==> config.mk <==
export PLATFORM = sky130hd
export DESIGN_NAME = game_ctrl_sm
export DESIGN_NICKNAME = d
export VERILOG_FILES = /design/src/rtl/game_ctrl_sm.sv
export SDC_FILE = /design/constraint.sdc
export NUM_CORES = 1
export LEC_CHECK = 0
export ABC_AREA = 1
export CELL_PAD_IN_SITES_DETAIL_PLACEMENT = 1
export CELL_PAD_IN_SITES_GLOBAL_PLACEMENT = 1
export CORE_MARGIN = 1
export CORE_UTILIZATION = 42
export DETAILED_ROUTE_END_ITERATION = 8
export PLACE_DENSITY = 0.88
export SYNTH_ARGS = -nofsm -noshare
export SYNTH_HDL_FRONTEND = slang
export SYNTH_SLANG_ARGS = --single-unit
==> constraint.sdc <==
create_clock -name clk_25 -period 3.8 [get_ports clk_25]
set_clock_uncertainty 0.05 [all_clocks]
set_input_delay 0.57 -clock clk_25 [delete_from_list [all_inputs] [get_ports clk_25]]
set_output_delay 0.57 -clock clk_25 [all_outputs]
set_load 0.01 [all_outputs]
==> src/rtl/game_ctrl_sm.sv <==
// Pong game sequencer: idle/serve/play/pause/point/over, key debounce, scores, ball gating.
// Latency: key or collision event to registered state/output change is 1 clk_25.
// Backpressure: none; the block steps on end_of_frame pulses and per-cycle collision inputs.
module game_ctrl_sm #(
    parameter int WIN_SCORE       = 7,
    parameter int SERVE_FRAMES    = 60,
    parameter int POINT_FRAMES    = 90,
    parameter int DEBOUNCE_FRAMES = 3
) (
    input  logic       clk_25,
    input  logic       resetN,
    input  logic       end_of_frame,
    input  logic [1:0] key,
    input  logic [3:0] frame_collision,
    output logic       ball_enable,
    output logic       ball_reset,
    output logic [2:0] screen,
    output logic [3:0] score_left,
    output logic [3:0] score_right,
    output logic [2:0] game_state
);

    localparam logic [2:0] ST_IDLE  = 3'd0;
    localparam logic [2:0] ST_SERVE = 3'd1;
    localparam logic [2:0] ST_PLAY  = 3'd2;
    localparam logic [2:0] ST_PAUSE = 3'd3;
    localparam logic [2:0] ST_POINT = 3'd4;
    localparam logic [2:0] ST_OVER  = 3'd5;

    localparam int          DW      = $clog2(DEBOUNCE_FRAMES + 1);
    localparam logic [DW-1:0] DB_MAX = DW'(DEBOUNCE_FRAMES);
    localparam logic [3:0]  WIN     = 4'(WIN_SCORE);
    localparam logic [7:0]  SERVE_LAST = 8'(SERVE_FRAMES - 1);
    localparam logic [7:0]  POINT_LAST = 8'(POINT_FRAMES - 1);

    logic [1:0][DW-1:0] deb_q, deb_d;
    logic [1:0]         press;
    logic [2:0]         state_q, state_d;
    logic [7:0]         timer_q, timer_d;
    logic [3:0]         score_l_q, score_l_d;
    logic [3:0]         score_r_q, score_r_d;
    logic               ball_en_q, ball_en_d;
    logic               ball_rst_q, ball_rst_d;
    logic [2:0]         screen_q, screen_d;
    logic               start_evt, pause_evt, hit_left, hit_right;

    // Per-key debounce: count low frame samples, pulse once when the count saturates.
    always_comb begin
        deb_d = deb_q;
        press = 2'b00;
        for (int k = 0; k < 2; k++) begin
            if (end_of_frame) begin
                if (key[k]) begin
                    deb_d[k] = '0;
                end else if (deb_q[k] < DB_MAX) begin
                    deb_d[k] = deb_q[k] + 1'b1;
                    press[k] = (deb_q[k] == DB_MAX - 1'b1);
                end
            end
        end
    end

    assign start_evt = press[0];
    assign pause_evt = press[1];
    assign hit_left  = frame_collision[2];
    assign hit_right = frame_collision[3];

    // Game sequencing and score update; collisions take priority over pause in PLAY.
    always_comb begin
        state_d   = state_q;
        score_l_d = score_l_q;
        score_r_d = score_r_q;
        case (state_q)
            ST_IDLE: begin
                if (start_evt) begin
                    score_l_d = '0;
                    score_r_d = '0;
                    state_d   = ST_SERVE;
                end
            end
            ST_SERVE: begin
                if (end_of_frame && timer_q == SERVE_LAST) state_d = ST_PLAY;
            end
            ST_PLAY: begin
                if (hit_left && hit_right) begin
                    state_d = ST_SERVE;
                end else if (hit_left) begin
                    if (score_r_q < WIN) score_r_d = score_r_q + 1'b1;
                    state_d = ST_POINT;
                end else if (hit_right) begin
                    if (score_l_q < WIN) score_l_d = score_l_q + 1'b1;
                    state_d = ST_POINT;
                end else if (pause_evt) begin
                    state_d = ST_PAUSE;
                end
            end
            ST_PAUSE: begin
                if (pause_evt) state_d = ST_PLAY;
            end
            ST_POINT: begin
                if (end_of_frame && timer_q == POINT_LAST) begin
                    state_d = (score_l_q == WIN || score_r_q == WIN) ? ST_OVER : ST_SERVE;
                end
            end
            ST_OVER: begin
                if (start_evt) state_d = ST_IDLE;
            end
            default: state_d = ST_IDLE;
        endcase
    end

    // Frame timer restarts on every state change, otherwise counts frames.
    always_comb begin
        timer_d = timer_q;
        if (state_d != state_q) begin
            timer_d = '0;
        end else if (end_of_frame) begin
            timer_d = timer_q + 1'b1;
        end
    end

    // Output decode from the next state so outputs line up with the state register.
    always_comb begin
        ball_en_d  = (state_d == ST_PLAY);
        ball_rst_d = !(state_d == ST_PLAY || state_d == ST_PAUSE);
        case (state_d)
            ST_SERVE, ST_PLAY, ST_POINT: screen_d = 3'd1;
            ST_PAUSE:                    screen_d = 3'd2;
            ST_OVER:                     screen_d = (score_l_d == WIN) ? 3'd3 : 3'd4;
            default:                     screen_d = 3'd0;
        endcase
    end

    // State, timer, debounce, score and output registers, all async-cleared.
    always_ff @(posedge clk_25 or negedge resetN) begin
        if (!resetN) begin
            deb_q      <= '0;
            state_q    <= ST_IDLE;
            timer_q    <= '0;
            score_l_q  <= '0;
            score_r_q  <= '0;
            ball_en_q  <= 1'b0;
            ball_rst_q <= 1'b1;
            screen_q   <= 3'd0;
        end else begin
            deb_q      <= deb_d;
            state_q    <= state_d;
            timer_q    <= timer_d;
            score_l_q  <= score_l_d;
            score_r_q  <= score_r_d;
            ball_en_q  <= ball_en_d;
            ball_rst_q <= ball_rst_d;
            screen_q   <= screen_d;
        end
    end

    assign ball_enable = ball_en_q;
    assign ball_reset  = ball_rst_q;
    assign screen      = screen_q;
    assign score_left  = score_l_q;
    assign score_right = score_r_q;
    assign game_state  = state_q;

endmodule

## Word level (Yosys, flattened, before mapping)

Cells that the tools add are included.

- Input bits: 9
- Register bits after elaboration: 28

- Equality and inequality tests: 22
- Magnitude comparators: 4
- Reduce and logical (&&, ||, !) cells: 15
- Mux-type cells: 36
- $add $sub $neg: 5

Operator list:

| cell | count |
|---|---|
| two-way mux 4 bit | 9 |
| two-way mux 3 bit | 11 |
| one-hot mux 3 bit (6 select lines) | 1 |
| two-way mux 8 bit | 2 |
| one-hot mux 4 bit (2 select lines) | 2 |
| equality test 3 x 2 -> 1 bit (second input constant) | 4 |
| equality test 3 bit (second input constant) | 4 |
| equality test 4 x 3 -> 1 bit (second input constant) | 3 |
| one-hot mux 3 bit (3 select lines) | 1 |
| adder 4 x 1 -> 4 bit (second input constant) | 2 |
| adder 8 x 1 -> 8 bit (second input constant) | 1 |
| equality test 8 x 6 -> 1 bit (second input constant) | 1 |
| equality test 8 x 7 -> 1 bit (second input constant) | 1 |
| less-than comparator 4 x 3 -> 1 bit (second input constant) | 2 |
| two-way mux 2 bit | 4 |
| inequality test 2 bit (second input constant) | 4 |
| nonzero test 2 bit | 4 |
| equality test 3 x 1 -> 1 bit (second input constant) | 2 |
| two-way mux 1 bit | 6 |
| AND reduction 5 bit | 1 |
| adder 2 x 1 -> 2 bit (second input constant) | 2 |
| equality test 2 bit (second input constant) | 2 |
| less-than comparator 2 bit (second input constant) | 2 |
| AND reduction 2 bit | 2 |
| other kinds (6) | 9 |

## Depth between registers and ports, before layout

Gate-level depths: netlist of the first run.

- Depth in word-level cells: 12
- Gate-level depth with buffers: 12
- Mapped depth without buffers: 12

## Least setup slack after synthesis of the first run

No wires, ideal clock.

- Path type: input -> register
- Start point: in end_of_frame
- End point: reg timer_q[1]
- Data required time: 3628 ps
- Data arrival time: 1484 ps
- Slack: 2143 ps
- Library setup time: 122 ps
- Cell stages on the path: 12
- Cells stage by stage: buf_4 -> nand2_2 -> nor2_2 -> nand2_1 -> nand2_1 -> nand2_2 -> nor2_4 -> nand2_4 -> nand2_1 -> nand2_2 -> nand2_4 -> nor2_2

- Longest elaborated chain between the ends: 8
- Elaborated cells on any way between the ends: 17
- Classes of those cells: eq/ne: 1; mux: 13; reduce/logical: 3

RTL lines:

| element | line | RTL |
|---|---|---|
| start: declaration | 12 | `input logic end_of_frame,` |
| two-way mux 1 bit | 52 | `if (end_of_frame) begin` |
| two-way mux 3 bit | 93 | `end else if (pause_evt) begin` |
| two-way mux 3 bit | 90 | `end else if (hit_right) begin` |
| two-way mux 3 bit | 87 | `end else if (hit_left) begin` |
| two-way mux 3 bit | 85 | `if (hit_left && hit_right) begin` |
| one-hot mux 3 bit (6 select lines) * | 73 | `case (state_q)` |
| net state_d[0] | 38 | `logic [2:0] state_q, state_d;` |
| inequality test 3 bit * | 115 | `if (state_d != state_q) begin` |
| two-way mux 8 bit or nonzero test 2 bit (tied branches) | n/a |  |
| end signal: assignment | 148 | `timer_q <= timer_d;` |
| end: declaration | 39 | `logic [7:0] timer_q, timer_d;` |

Mark *: on every way through the listed nets, which the timed path passes. The rest lies on a longest branch.
A chain may end at the register's enable or synchronous reset.

## Worst setup path after layout of the first run

- Start point: in end_of_frame
- End point: reg screen_q[0], in the netlist screen[0]

- Longest elaborated chain between the ends: 9
- Elaborated cells on any way between the ends: 25
- Classes of those cells: eq/ne: 6; mux: 16; reduce/logical: 3

RTL lines:

| element | line | RTL |
|---|---|---|
| two-way mux 1 bit | 52 |  |
| two-way mux 3 bit | 93 |  |
| two-way mux 3 bit | 90 |  |
| two-way mux 3 bit | 87 |  |
| two-way mux 3 bit | 85 |  |
| one-hot mux 3 bit (6 select lines) * | 73 |  |
| net state_d[2] | 38 |  |
| equality test 3 x 2 -> 1 bit, or another cell as far along | 126 | `case (state_d)` |
| OR reduction 3 bit | 126 |  |
| one-hot mux 3 bit (3 select lines) * | 126 |  |
| net screen_d[0] | 44 | `logic [2:0] screen_q, screen_d;` |
| end signal: assignment | 153 | `screen_q <= screen_d;` |
| end: declaration | 44 |  |

Marked as above.

==> qor.yml, run 1 <==
route:
  drc: 0
  drt_iter0_drc: 52
  postRouteWirelength_mm: 3.61
  vias_per_cell: 4.99
  wl_per_cell_um: 12.9
  dr_total_vias: 1397
  ant_nets: 0
  first_pass_iters: 3
cells_and_area:
  finalNetCount: 250
  layout_commonest_cell: "nand2_1"
  drive_gt1_share_pct: 16.8
  insertedDiodeCount: 0
  final_cell_mix: "42 x nand2_1, 27 x dfrtp_1, 25 x nor2_1"
  syn_to_final_growth_pct: 20.4
  final_core_util_pct: 53.3
timing:
  max_freq_mhz: 456
  rsz0062_at_grt: "no"
  period_needed_ns: 2.19
  period_share_pct: 57.7
  fin_setup_tns_ns: 0
  slew_viol_final: 0
  hold_viol: 0
  worstMarginPinSlew_ns: 0.385
  setup_viol: 0
  timing.final.ws_setup_ns: 1.61
  maxSlewHeadroom_pct: 74.3
  holdWs_ns: 0.498
floorplanning:
  design.core.area_sq_um: 3720
  top_level_ports: 25
  die_x_um: 64.6
  die_h_um: 64.6
  rows: 22
  die_area_sq_um: 4170
  start_util_pct: 44.2
critical_path:
  path_max_fanout: 10
  startpoint_type: "input port"
  critPathArrivalTime_ns: 2.32
  cp.required_ns: 3.92
  cp-end-kind: "register"
  criticalPathCategory: "in2reg"
synthesis:
  syn_area_sq_um: 1640
  avgSynthCellArea_sq_um: 7.98
  ys_types: 31
  yosys_warnings: 0
  yosysTopAreaCell: "dfrtp_1"
  synth-seq-cells: 28
  synth_top_area_share_pct: 41.1
  synth_cells: 206
  synth_fp_nets: 223
  yosysSeqAreaShare_pct: 42.7
  ys_top_cells_by_area: "dfrtp_1 41%, nand2_1 9.6%, ha_1 6.1%, nor2_1 5.7%, inv_1 5.5%"
placement:
  dp_hpwl_mm: 2.72
  dpl_worst_slack_ns: 1.31
  place.gp.congestion: 0.742
  io_buffers: 22
grt:
  grt_pass1_vias: 1506
  antenna_found_initial: 0
  grt_max_degree: 29
  grt_overflow_total: 0
  globalRouteTotalUtil_pct: 20.6
  grt_pass1_wl_mm: 6.63
min_path:
  worstHoldPathType: "reg2reg"
cts:
  h-tree-depth: 1
  cts-resized-gates: 0
  worstSkewPairLatency_ns: 0.28
  clockBufferDepth: 2
  clk_pin_slew_ns: 0.10
  root_buffer: "clkbuf_8"
  cts_setup_buffers: 0
  cts_buffers: 3
  cts_hold_buf: 0
  cts.sinks: 28
  cts_tree: "built"
run:
  maxCapViolCount: 0
power_and_ir_drop:
  clkPwrFrac_pct: 21.6
  peakVddDrop_mv: 0.217
  combPwrFrac_pct: 35.0
  p_per_area_nw_per_um2: 444
  leakage_uw: 0.000929
  p_int_uw: 556
  p_sw_share_pct: 36.6
  p_sw_uw: 322
  power_frac_seq_pct: 43.4
outcome:
  status: "finished, final reports clean"
-- worst max-delay path, stage by stage --
cell             delay, ns
clkdlybuf4s50_1       0.70
nand3_1               0.16
nand3_1               0.13
a21boi_1              0.27
nand2_1               0.16
nand2_1               0.12
inv_1                 0.05
nand2_1               0.08
nand3_1               0.07
-- logic make-up (layout without fill, tap and decap cells) --
group | after synthesis | in the layout | share of synthesized area (%)
compound gates | 19 | 19 | 6.77
buf+inv | 33 | 59 | 7.84
fa+ha+maj | 8 | 8 | 6.09
simple gates | 112 | 112 | 33.3
flops | 28 | 28 | 42.7
mux | 1 | 1 | 0.685
xor+xnor | 5 | 5 | 2.66
-- synth_stat cells --
cell / instances
nor2_4: 1
clkinv_2: 1
nor2_2: 9
a31oi_1: 1
ha_1: 8
a21oi_2: 1
dfrtp_1: 27
a21oi_1: 5
nand3_2: 4
nor3_2: 1
nor2_1: 25
mux2_2: 1
buf_4: 1
xnor2_1: 2
nand3_1: 15
o21ai_2: 1
nand3b_1: 1
nor3_1: 2
nand2_4: 2
inv_2: 7
o21ai_0: 4
o22ai_1: 2
nand2_2: 5
inv_1: 24
xor2_1: 3
nand2_1: 42
a21boi_1: 1
o21ai_1: 3
dfstp_2: 1
a21boi_0: 1
nand4_1: 5
-- power by group through the flow --
stage | combinational [uW] | clock (uW) | sequential [uW]
floorplan | 191 | 0 | 390
global placement | 297 | 0 | 384
detailed placement | 310 | 0 | 387
CTS | 314 | 198 | 381
global route | 348 | 206 | 387
finish | 307 | 190 | 381
-- sequential cells by signal, indices dropped and copies added (netlist names) --
name	flops
game_state	3
ball_reset	1
score_right	4
ball_enable	1
screen	3
score_left	4
deb_q	4
timer_q	8
-- per-stage QoR --
step / total power (uW) / area [sq um] / cells
6_report: 878 / 1980 / 280
5_1_grt: 942 / 1980 / 280
4_1_cts: 893 / 1980 / 280
3_5_place_dp: 697 / 1920 / 276
3_3_place_gp: 681 / 1920 / 276
2_1_floorplan: 581 / 1640 / 206
-- per-layer routing --
metal	global-route usage, %	share of wire [%]
met1	23.7	45
met2	37.2	51
met3	3.52	2.2
met4	8.61	1.7
met5	0	0
-- final timing paths --
| check | from | to | slack, ns | cells past startpoint |
|---|---|---|---|---|
| max | end_of_frame | screen[0] | 1.61 | 9 |
| min | score_right[0] | score_right[0] | 0.50 | 1 |
| max reg2reg | deb_q[0] | screen[0] | 2.00 | 10 |
| min reg2reg | score_right[0] | score_right[0] | 0.50 | 1 |
| max in group asynchronous | resetN | ball_reset | 2.76 | 2 |
| min in group asynchronous | resetN | score_right[2] | 0.62 | 2 |
-- cell type report --
| cell class | instances | area, sq um |
|---|---|---|
| Sequential cell | 28 | 702 |
| Multi-Input combinational cell | 145 | 813 |
| Timing Repair Buffer | 23 | 228 |
| Clock buffer | 4 | 55.1 |
| Inverter | 32 | 121 |
| Tap cell | 48 | 60.1 |
| Fill cell | 470 | 1740 |
No activity file was read; power rests on OpenSTA's default activity.
==> inputs of run 2 (changes only) <==
CORE_UTILIZATION = 35   (was 42)
PLACE_DENSITY = 0.79   (was 0.88)
clock period = 1.9 ns   (was 3.8 ns; I/O delays follow)
==> run 2 against run 1 <==
Effect of this change:
- the flow now finishes with violations (DRC)
- register-to-register slack worse by 1.8 ns
- routed wire length up 9.0%
- worst hold slack worse by 0.18 ns
- setup slack worse by 1.4 ns
- critical endpoint is now game_state[2]
==> qor.yml, run 2 (synthesis results as in run 1) <==
cts:
  cts_tree: "built"  # unchanged
  cts_hold_buf: 0  # unchanged
  cts_buffers: 3  # unchanged
  clockBufferDepth: 2  # unchanged
  h-tree-depth: 1  # unchanged
  worstSkewPairLatency_ns: 0.28  # about the same
  cts.sinks: 28  # unchanged
  clk_pin_slew_ns: 0.10  # about the same
  root_buffer: "clkbuf_8"  # unchanged
cells_and_area:
  largest_register: "timer_q"  # unchanged
  stdcell_area_sq_um: 2120  # was 1980 sq um
  finalNetCount: 267  # was 250
  layout_commonest_cell: "nand2_1"  # unchanged
  largest_reg_flops: 8  # unchanged
  drive_gt1_share_pct: 23.3  # was 16.8%
  insertedDiodeCount: 0  # unchanged
  final_cell_count_no_fill: 301  # was 280
  syn_to_final_growth_pct: 28.8  # was 20.4%
  final_cell_mix: "41 x nand2_1, 27 x dfrtp_1, 25 x nor2_1"  # was 42 x nand2_1, 27 x dfrtp_1, 25 x nor2_1
grt:
  globalRouteTotalUtil_pct: 17.6  # was 20.6%
  grt_pass1_vias: 1509  # was 1506
  grt_max_degree: 29  # unchanged
  grt_overflow_total: 0  # unchanged
  grt_pass1_wl_mm: 6.80  # was 6.63 mm
  antenna_found_initial: 0  # unchanged
timing:
  setup_viol: 0  # unchanged
  worstMarginPinSlew_ns: 0.378  # was 0.385 ns
  timing.final.ws_setup_ns: 0.179  # was 1.61 ns
  max_freq_mhz: 581
  fin_setup_tns_ns: 0  # unchanged
  hold_viol: 0  # unchanged
  slew_viol_final: 0  # unchanged
  holdWs_ns: 0.322  # was 0.498 ns
  maxSlewHeadroom_pct: 74.8  # was 74.3%
  period_needed_ns: 1.72
  period_share_pct: 90.6
critical_path:
  crit_cells: 1  # was 9
  criticalPathCategory: "reg2out"  # was in2reg
  slowest_stage: "clkdlybuf4s50_1"  # unchanged
  cp_top_family: "buffers and inverters"  # unchanged
  critical_path.startpoint: "game_state[2]"  # was end_of_frame
  path_cells: "clkdlybuf4s50_1"  # was clkdlybuf4s50_1 -> nand3_1 -> nand3_1 -> a21boi_1 -> nand2_1 -> nand2_1 -> inv_1 -> nand2_1 -> nand3_1
  slowest_delay_ns: 0.59  # was 0.70 ns
  path_buf_inv: 1  # was 2
  critPathArrivalTime_ns: 1.39  # was 2.32 ns
  path_max_fanout: 8  # was 10
  rr_worst_depth: 11  # was 10
  crit_path_end: "game_state[2]"  # was screen[0]
  r2r_end: "timer_q[1]"  # was screen[0]
  startpoint_type: "register"  # was input port
  cp.required_ns: 1.56  # was 3.92 ns
  reg2reg_slack_ns: 0.19  # was 2.00 ns
  timing.rr.start: "deb_q[0]"  # unchanged
  cp-end-kind: "primary output"  # was register
power_and_ir_drop:
  p_sw_share_pct: 35.9  # was 36.6%
  p_per_area_nw_per_um2: 842  # was 444 nW/um^2
  peakVddDrop_mv: 0.404  # was 0.217 mV
  combPwrFrac_pct: 35.6  # was 35.0%
  p_sw_uw: 641  # was 322 uW
  leakage_uw: 0.00101  # was 0.000929 uW
  p_int_uw: 1140  # was 556 uW
  power_frac_seq_pct: 42.7  # was 43.4%
  clkPwrFrac_pct: 21.6  # about the same
floorplanning:
  design.core.area_sq_um: 4440  # was 3720 sq um
  top_level_ports: 25  # unchanged
  die_x_um: 70.5  # was 64.6 um
  start_util_pct: 37.0  # was 44.2%
  die_area_sq_um: 4980  # was 4170 sq um
  rows: 24  # was 22
  die_h_um: 70.5  # was 64.6 um
route:
  postRouteWirelength_mm: 3.93  # was 3.61 mm
  first_pass_iters: 8  # was 3
  wl_per_cell_um: 13.1  # was 12.9 um
  ant_nets: 0  # unchanged
  drc: 6  # was 0
  dr_total_vias: 1451  # was 1397
  vias_per_cell: 4.82  # was 4.99
  drt_iter0_drc: 41  # was 52
outcome:
  status: "complete, but fails checks"  # was finished, final reports clean
  violations: "DRC"
placement:
  place.gp.congestion: 0.750  # was 0.742
  dp.cells: 294  # was 276
  dp_hpwl_mm: 3.08  # was 2.72 mm
  io_buffers: 22  # unchanged
  placed_cell_area_sq_um: 2030  # was 1920 sq um
  dpl_worst_slack_ns: -0.112  # was 1.31 ns
run:
  maxCapViolCount: 0  # unchanged
min_path:
  worstHoldPathType: "in2async"  # was reg2reg
run 2: power by group through the flow:
stage	Clock [uW]	Combinational (uW)	Sequential, uW
after floorplan	0	382	780
after global placement	0	627	771
after detailed placement	0	648	774
after CTS	406	651	762
after global routing	416	720	778
final	386	636	762
run 2: worst min path at each step:
stage | startpoint | endpoint | cells after the start
finish | resetN | score_right[0] | 2
CTS | resetN | score_right[0] | 2
global route | resetN | score_right[0] | 2
floorplan | resetN | ball_enable | 0
global placement | score_right[0] | score_right[0] | 1
detailed placement | score_right[1] | score_right[1] | 2
run 2: layer usage:
layer | vias up | share of wire, % | global-route usage (%)
li1 | 739 | - | -
met1 | 691 | 45 | 20.4
met2 | 16 | 51 | 33.1
met3 | 5 | 2.4 | 3.42
met4 | 0 | 1.1 | 4.67
met5 | - | 0 | 0
run 2: cell type report:
type	count	area, sq um
Inverter	32	121
Sequential cell	28	702
Timing Repair Buffer	40	355
Tap cell	52	65.1
Fill cell	550	2330
Multi-Input combinational cell	145	820
Clock buffer	4	55.1
run 2: stage by stage:
step	power [uW]	util (%)
finish	1780	47.7
global route	1910	47.7
CTS	1820	47.0
detailed placement	1420	45.8
global placement	1400	45.8
floorplan	1160	-
run 2: repair_timing:
item                                    in CTS  in global routing
gates resized for setup                      0                  2
setup buffers                                0                  3
endpoints found under the setup margin       0                  2
==> inputs of run 3 (changes only) <==
CORE_UTILIZATION = 27   (was 35)
PLACE_DENSITY = 0.65   (was 0.79)
SLEW_MARGIN = 20   (was default)
==> run 3 against run 2 <==
Effect of this change:
- the run now ends clean
- via count shrank 0.48%
- routed wire length shrank 3.7%
- global-route usage shrank 4.2 points
- cell area grew 0.35%
- register-to-register slack lost 0.02 ns
==> qor.yml, run 3 (synthesis results as in run 1) <==
cells_and_area:
  largest_register: "timer_q"  # unchanged
  insertedDiodeCount: 0  # unchanged
  largest_reg_flops: 8  # unchanged
  final_cell_mix: "42 x nand2_1, 27 x dfrtp_1, 25 x nor2_1"  # was 41 x nand2_1, 27 x dfrtp_1, 25 x nor2_1
  fillers: 723  # was 550
  layout_commonest_cell: "nand2_1"  # unchanged
  syn_to_final_growth_pct: 29.3  # was 28.8%
  drive_gt1_share_pct: 21.9  # was 23.3%
  final_cell_count_no_fill: 322  # was 301
  finalNetCount: 265  # was 267
timing:
  period_needed_ns: 1.73  # was 1.72 ns
  slew_viol_final: 0  # unchanged
  timing.final.ws_setup_ns: 0.172  # was 0.179 ns
  max_freq_mhz: 579  # was 581 MHz
  worstMarginPinSlew_ns: 0.380  # was 0.378 ns
  period_share_pct: 91.0  # was 90.6%
  holdWs_ns: 0.346  # was 0.322 ns
  setup_viol: 0  # unchanged
  hold_viol: 0  # unchanged
  fin_setup_tns_ns: 0  # unchanged
  maxSlewHeadroom_pct: 74.7  # was 74.8%
grt:
  grt_max_degree: 29  # unchanged
  antenna_found_initial: 0  # unchanged
  grt_overflow_total: 0  # unchanged
  grt_pass1_vias: 1525  # was 1509
  globalRouteTotalUtil_pct: 13.4  # was 17.6%
  grt_pass1_wl_mm: 6.67  # was 6.80 mm
run:
  maxCapViolCount: 0  # unchanged
critical_path:
  cp.required_ns: 2.02  # was 1.56 ns
  startpoint_type: "register"  # unchanged
  rr_worst_depth: 11  # unchanged
  crit_top_cell: "nand2_1"
  cp-end-kind: "register"  # was primary output
  reg2reg_slack_ns: 0.17  # was 0.19 ns
  path_cells: "ha_1 -> nand2_1 -> nor2_1 -> nor2_1 -> nand3_1 -> nand2_1 -> nand2_1 -> nand2_1 -> inv_1 -> nand2_1 -> nand3_1"  # was clkdlybuf4s50_1
  timing.rr.start: "score_left[0]"  # was deb_q[0]
  critPathArrivalTime_ns: 1.84  # was 1.39 ns
  path_max_fanout: 5  # was 8
  path_buf_inv: 1  # unchanged
  r2r_end: "screen[0]"  # was timer_q[1]
  cp_top_family: "simple AND/OR/NAND/NOR gates"  # was buffers and inverters
  criticalPathCategory: "reg2reg"  # was reg2out
  slowest_delay_ns: 0.43  # was 0.59 ns
  slowest_stage: "dfrtp_1"  # was clkdlybuf4s50_1
placement:
  place.gp.congestion: 0.777  # was 0.750
  dpl_worst_slack_ns: -0.0838  # was -0.112 ns
  dp.cells: 317  # was 294
  dp_hpwl_mm: 2.99  # was 3.08 mm
  io_buffers: 22  # unchanged
power_and_ir_drop:
  p_per_area_nw_per_um2: 835  # was 842 nW/um^2
  leakage_uw: 0.00100  # was 0.00101 uW
  peakVddDrop_mv: 0.316  # was 0.404 mV
cts:
  clockBufferDepth: 2  # unchanged
  worstSkewPairLatency_ns: 0.27  # was 0.28 ns
  cts-resized-gates: 0  # unchanged
  root_buffer: "clkbuf_8"  # unchanged
  cts.sinks: 28  # unchanged
  cts_setup_buffers: 0  # unchanged
  cts_tree: "built"  # unchanged
  cts_buffers: 3  # unchanged
  cts_hold_buf: 0  # unchanged
  clk_pin_slew_ns: 0.10  # about the same
  h-tree-depth: 1  # unchanged
floorplanning:
  die_area_sq_um: 6410  # was 4980 sq um
  die_x_um: 80.0  # was 70.5 um
  die_h_um: 80.0  # was 70.5 um
  design.core.area_sq_um: 5890  # was 4440 sq um
  start_util_pct: 27.9  # was 37.0%
  rows: 28  # was 24
  top_level_ports: 25  # unchanged
route:
  wl_per_cell_um: 11.8  # was 13.1 um
  dr_total_vias: 1444  # was 1451
  vias_per_cell: 4.48  # was 4.82
  first_pass_iters: 3  # was 8
  drc: 0  # was 6
  postRouteWirelength_mm: 3.78  # was 3.93 mm
  drt_iter0_drc: 36  # was 41
  ant_nets: 0  # unchanged
min_path:
  worstHoldPathType: "in2async"  # unchanged
outcome:
  status: "finished, final reports clean"  # was complete, but fails checks
[run 3: cell types whose count changed in the layout (fill, tap and decap cells not counted)]
cell and change:
buf_4 -2, a21boi_1 +1, a21boi_2 -1, nand2_1 +1, nand2_2 -1
[run 3: layout make-up]
| type | instances | area, sq um | share of cell area (%) |
|---|---|---|---|
| clock buffer | 4 | 55.1 | 2.59 |
| tap | 75 | 93.8 | 4.41 |
| inverter | 32 | 121 | 5.71 |
| multi-input combinational | 145 | 813 | 38.3 |
| timing repair buffer | 38 | 340 | 16.0 |
| sequential | 28 | 702 | 33.0 |
[run 3: worst register-to-register path, delay by kind of cell (launching register included)]
kind / cells / cell delay [ns]
adder cells (fa/ha/maj): 1 / 0.25
buffers and inverters: 1 / 0.04
flip-flops: 1 / 0.43
AND/OR/NAND/NOR: 9 / 0.84
[run 3: where the power goes]
group          total [uW]  switching, uW  internal, uW
clock                 374            188           186
combinational         641            367           274
sequential            761           79.0           682
total                1780            634          1140
[run 3: per-stage QoR]
stage	util (%)	area, sq um	power (uW)
global placement	35.1	2060	1410
global route	36.1	2130	1910
floorplan	-	1640	1160
detailed placement	35.1	2060	1430
CTS	36.0	2120	1810
finish	36.1	2130	1780
[run 3: worst max path at each step]
stage	from	endpoint	slack, ns	depth (start not counted)
after floorplan	deb_q[0]	timer_q[1]	0.38	11
after global placement	end_of_frame	timer_q[4]	-0.08	13
after detailed placement	end_of_frame	timer_q[6]	-0.08	13
after CTS	deb_q[0]	timer_q[6]	0.14	11
after global routing	score_left[0]	screen[0]	-0.008	11
final	score_left[0]	screen[0]	0.17	11
[run 3: routing by layer]
metal,wire length (um),vias up,global-route usage (%)
met2,1930,12,24.2
met1,1760,695,16.4
met4,19,0,4.11
li1,-,735,-
met3,80,2,1.83
met5,0,-,0
